`src/rtl/seq_mult_pkg.sv`:
```
// Shared constants for the sequential shift-and-add multiplier:
// FSM state encoding and the default operand width.
package seq_mult_pkg;

  localparam int SEQ_MULT_WIDTH = 4;

  typedef enum logic [1:0] {
    ST_IDLE = 2'd0,
    ST_RUN  = 2'd1,
    ST_DONE = 2'd2
  } state_t;

endpackage

```
`src/rtl/seq_shift_add_mult_double_stage.sv`:
```
// Combinational x2 stage: out = in << 1, MSB dropped.
// Ports: in [N-1:0] operand, out [N-1:0] doubled value.
module double_stage #(
  parameter int N = 8
) (
  input  logic [N-1:0] in,
  output logic [N-1:0] out
);

  assign out = {in[N-2:0], 1'b0};

endmodule

```
`src/rtl/seq_shift_add_mult.sv`:
```
// Sequential unsigned shift-and-add multiplier, one bit of b per cycle.
// Ports: clk, rst (async, active-high); in_valid/in_ready + a, b operands;
// out_valid/out_ready + product (2*WIDTH bits, registered); busy in RUN.
// Define SEQ_MULT_EARLY_EXIT_EN to leave RUN once the multiplier is spent.
module seq_shift_add_mult
  import seq_mult_pkg::*;
#(
  parameter int WIDTH = SEQ_MULT_WIDTH
) (
  input  logic               clk,
  input  logic               rst,
  input  logic               in_valid,
  output logic               in_ready,
  input  logic [WIDTH-1:0]   a,
  input  logic [WIDTH-1:0]   b,
  output logic               out_valid,
  input  logic               out_ready,
  output logic [2*WIDTH-1:0] product,
  output logic               busy
);

  localparam int PW = 2 * WIDTH;
  localparam int CW = $clog2(WIDTH + 1);
  localparam logic [CW-1:0] CNT_LAST = CW'(WIDTH - 1);

  state_t           state_q, state_d;
  logic [PW-1:0]    mcand_q, mcand_d;
  logic [PW-1:0]    acc_q, acc_d;
  logic [PW-1:0]    product_q, product_d;
  logic [WIDTH-1:0] mplier_q, mplier_d;
  logic [CW-1:0]    cnt_q, cnt_d;

  logic [PW-1:0]    mcand_dbl;
  logic [PW-1:0]    acc_sum;
  logic [WIDTH-1:0] mplier_shr;
  logic             last_iter;

  double_stage #(
    .N(PW)
  ) u_dbl (
    .in (mcand_q),
    .out(mcand_dbl)
  );

  always_comb begin
    mplier_shr = mplier_q >> 1;
    acc_sum    = mplier_q[0] ? acc_q + mcand_q : acc_q;
`ifdef SEQ_MULT_EARLY_EXIT_EN
    // No remaining multiplier bits means acc is already final.
    last_iter  = (cnt_q == CNT_LAST) || (mplier_shr == '0);
`else
    last_iter  = (cnt_q == CNT_LAST);
`endif
  end

  always_comb begin
    state_d   = state_q;
    mcand_d   = mcand_q;
    acc_d     = acc_q;
    product_d = product_q;
    mplier_d  = mplier_q;
    cnt_d     = cnt_q;
    unique case (state_q)
      ST_IDLE: begin
        if (in_valid) begin
          mcand_d  = PW'(a);
          mplier_d = b;
          acc_d    = '0;
          cnt_d    = '0;
          state_d  = ST_RUN;
        end
      end
      ST_RUN: begin
        acc_d    = acc_sum;
        mcand_d  = mcand_dbl;
        mplier_d = mplier_shr;
        cnt_d    = cnt_q + CW'(1);
        if (last_iter) begin
          product_d = acc_sum;
          state_d   = ST_DONE;
        end
      end
      ST_DONE: begin
        if (out_ready) begin
          state_d = ST_IDLE;
        end
      end
      default: begin
        state_d = ST_IDLE;
      end
    endcase
  end

  always_ff @(posedge clk or posedge rst) begin
    if (rst) begin
      state_q   <= ST_IDLE;
      mcand_q   <= '0;
      acc_q     <= '0;
      product_q <= '0;
      mplier_q  <= '0;
      cnt_q     <= '0;
    end else begin
      state_q   <= state_d;
      mcand_q   <= mcand_d;
      acc_q     <= acc_d;
      product_q <= product_d;
      mplier_q  <= mplier_d;
      cnt_q     <= cnt_d;
    end
  end

  assign in_ready  = (state_q == ST_IDLE);
  assign out_valid = (state_q == ST_DONE);
  assign busy      = (state_q == ST_RUN);
  assign product   = product_q;

endmodule

```
`config.mk`:
```
export PLATFORM = sky130hd
export DESIGN_NAME = seq_shift_add_mult
export DESIGN_NICKNAME = d
export VERILOG_FILES = /design/src/rtl/seq_mult_pkg.sv /design/src/rtl/seq_shift_add_mult_double_stage.sv /design/src/rtl/seq_shift_add_mult.sv
export SDC_FILE = /design/constraint.sdc
export NUM_CORES = 1
export LEC_CHECK = 0
export ABC_AREA = 1
export CORE_UTILIZATION = 35
export CTS_CLUSTER_DIAMETER = 30
export DETAILED_ROUTE_END_ITERATION = 7
export GPL_ROUTABILITY_DRIVEN = 0
export RECOVER_POWER = 100
export REMOVE_ABC_BUFFERS = 1
export SLEW_MARGIN = 20
export SYNTH_ARGS = -nofsm -noshare
export SYNTH_HDL_FRONTEND = slang
export SYNTH_SLANG_ARGS = --single-unit
```
`constraint.sdc`:
```
create_clock -name clk -period 2.85 [get_ports clk]
set_input_delay 0.57 -clock clk [delete_from_list [all_inputs] [get_ports clk]]
set_output_delay 0.57 -clock clk [all_outputs]
set_load 0.02 [all_outputs]
```
==> impl_metrics.tcl <==
set metrics [dict create \
    outcome "finished, final reports clean" \
    hold_viol_final 0 \
    post_cts_buffers 0 \
    postCtsResizedCells 0 \
    drive_gt1_frac 0.0769 \
    rows 25 \
    fmax_mhz 447 \
    post_drt_wl_per_cell_um 12.2 \
    die_area_um2 5210 \
    pwr-share-comb 0.525 \
    cp.arrival_ns 1.67 \
    syn_to_final_growth_pct 21.8 \
    die_x_um 72.2 \
    grtUsageTotal 0.167 \
    grt_max_degree 34 \
    layout_setup_ws_ns 0.615 \
    htree_levels 2 \
    drt-total-wl_um 3670 \
    grt_pass1_wl_um 6640 \
    leakagePower_nw 1.05 \
    ys_ff_latch 33 \
    synth_common_cells "nand2_1 (57), dfrtp_1 (33), inv_1 (21), o21ai_0 (21), nand3_1 (16)" \
    synth_ff_type "dfrtp_1" \
    io_pins 23 \
    cts_tree "built" \
    n_antenna_cell 0 \
    fin_crit_sh 0.784 \
    ys.warnings.count 0 \
    clock_latency_ns 0.28 \
    p_clk_frac 0.139 \
    vias_per_cell 4.70 \
    drc 0 \
    overflow 0 \
    internal-power_mw 1.40 \
    via_count 1414 \
    powerDensity_nw_per_um2 1210 \
    clock-sinks 33 \
    die_y_um 72.2 \
    coreArea_um2 4720 \
    syn_area_per_cell_um2 8.34 \
    cts_root_buf "clkbuf_8" \
    min_period_ns 2.24 \
    floorplan.initialDensity 0.365 \
    netSwitchingPower_mw 1.15 \
    antenna_found_initial 0 \
    end_kind "output port" \
    timing_max_transition_violations_final 0 \
    ant_nets 0 \
    nets 256 \
    syn-cell-area_um2 1730 \
    yosysMostFrequentCell "nand2_1" \
    ir_worst_vdd_uv 475 \
    crit_type "register to output port" \
    ys_seq_area_frac 0.479 \
    startpoint_type "register" \
    initialDrtViolationCount 87 \
    synthCells 207 \
    hpwl_um 2590 \
    synth_top_cell_by_area "dfrtp_1" \
    seq_power_share 0.336 \
    place_ws_ns 0.928 \
    cts_buffers 5 \
    cts.clk_slew.worst_paths_ns 0.07 \
    setup_viol 0 \
    cts_hold_buffers 0 \
    rsz0062_at_grt "no" \
    async_flop_share 1.00 \
    switching_share 0.449 \
    required_ns 2.28 \
    maxCapViolCount 0 \
    port_buffers 22 \
    cts.path.max_buffers 2 \
    grt_pass1_vias 1420 \
    tns_ns 0 \
    slew_headroom 0.501 \
    drt_pass1_iterations 4 \
    worstMarginPinSlew_ns 0.749 \
    cp_max_fo 6 \
    synthTopCellsByArea "dfrtp_1 (48%), nand2_1 (12%), ha_1 (6.5%)" \
    hold_path_class "register to register" \
    synth_top_cell_area_share 0.479 \
    synth_edf_count 0 \
    ys_types 23 \
    fin_skew_ns 0.00824 \
]
-- power by group through the flow --
stage	combinational, mW	sequential, mW	clock, mW
after floorplan	0.932	0.880	0
after global placement	1.37	0.861	0
after detailed placement	1.39	0.866	0
after CTS	1.39	0.859	0.370
after global routing	1.57	0.886	0.387
final	1.34	0.857	0.354
-- worst max-delay path: stages (launching register included) --
cell,delay [ns]
dfrtp_1,0.44
nor2_1,0.24
dlygate4sd3_1,0.71
-- cell usage in the layout (no fill, tap or decap) --
| master | count |
|---|---|
| or2_2 | 6 |
| buf_4 | 1 |
| nand2_1 | 57 |
| o31ai_1 | 1 |
| xnor2_1 | 1 |
| o211ai_1 | 2 |
| nor2_1 | 12 |
| inv_1 | 21 |
| dfrtp_1 | 33 |
| nor2_4 | 1 |
| clkbuf_1 | 3 |
| o22ai_1 | 6 |
| fa_1 | 1 |
| inv_2 | 3 |
| nand3_1 | 16 |
| clkdlybuf4s50_1 | 10 |
| nand2_4 | 1 |
| nand3b_1 | 2 |
| clkbuf_8 | 6 |
| a21oi_1 | 6 |
| ha_1 | 9 |
| dlygate4sd3_1 | 12 |
| a22o_1 | 1 |
| a32o_1 | 2 |
| o21ai_0 | 21 |
-- logic make-up after synthesis --
logic type,count (synthesis),share of synthesized area
buffers and inverters,29,0.0696
and+or+nand+nor,95,0.240
DFF,33,0.479
AOI/OAI and AO/OA,39,0.130
adders and majority gates,10,0.0769
xor gates and xnor gates,1,0.00508
-- state kept, by name, indices dropped and copies added, names as in the netlist --
signal    flops
acc_q         8
mcand_q       8
product       8
mplier_q      4
cnt_q         3
state_q       2
-- through the flow --
step                      cell area (um2)  hold WS (ns)  instances  power [mW]   util
after floorplan                      1700         0.450        202        1.81      -
after global placement               2020         0.465        294        2.23  0.428
after detailed placement             2020         0.465        294        2.26  0.428
after CTS                            2110         0.480        301        2.62  0.446
after global routing                 2100         0.517        301        2.84  0.445
final                                2100         0.469        301        2.55  0.445
-- area by class of cell --
| type | instances | area [um2] |
|---|---|---|
| tap | 67 | 83.8 |
| sequential | 33 | 826 |
| clock buffer | 7 | 86.3 |
| timing repair buffer | 25 | 235 |
| inverter | 24 | 90.1 |
| fill | 464 | 2620 |
| multi-input combinational | 145 | 779 |
-- worst paths after layout --
path / start / to / slack (ns) / depth (start not counted)
min in group asynchronous: rst / product[6] / 0.82 / 3
worst min-delay path: product[1] / product[1] / 0.47 / 2
worst max-delay path: state_q[0] / in_ready / 0.61 / 2
worst max register to register: state_q[0] / mplier_q[0] / 0.64 / 9
max in group asynchronous: rst / product[1] / 1.72 / 3
worst min register to register: product[1] / product[1] / 0.47 / 2
-- routing by layer --
metal / global-route usage / vias up / wire (um)
met1: 0.235 / 650 / 1850
met4: 0.0588 / 0 / 38
li1: - / 734 / -
met5: 0 / - / 0
met3: 0.0389 / 4 / 119
met2: 0.253 / 26 / 1660
Note: power is estimated with default switching activity, not from simulation.
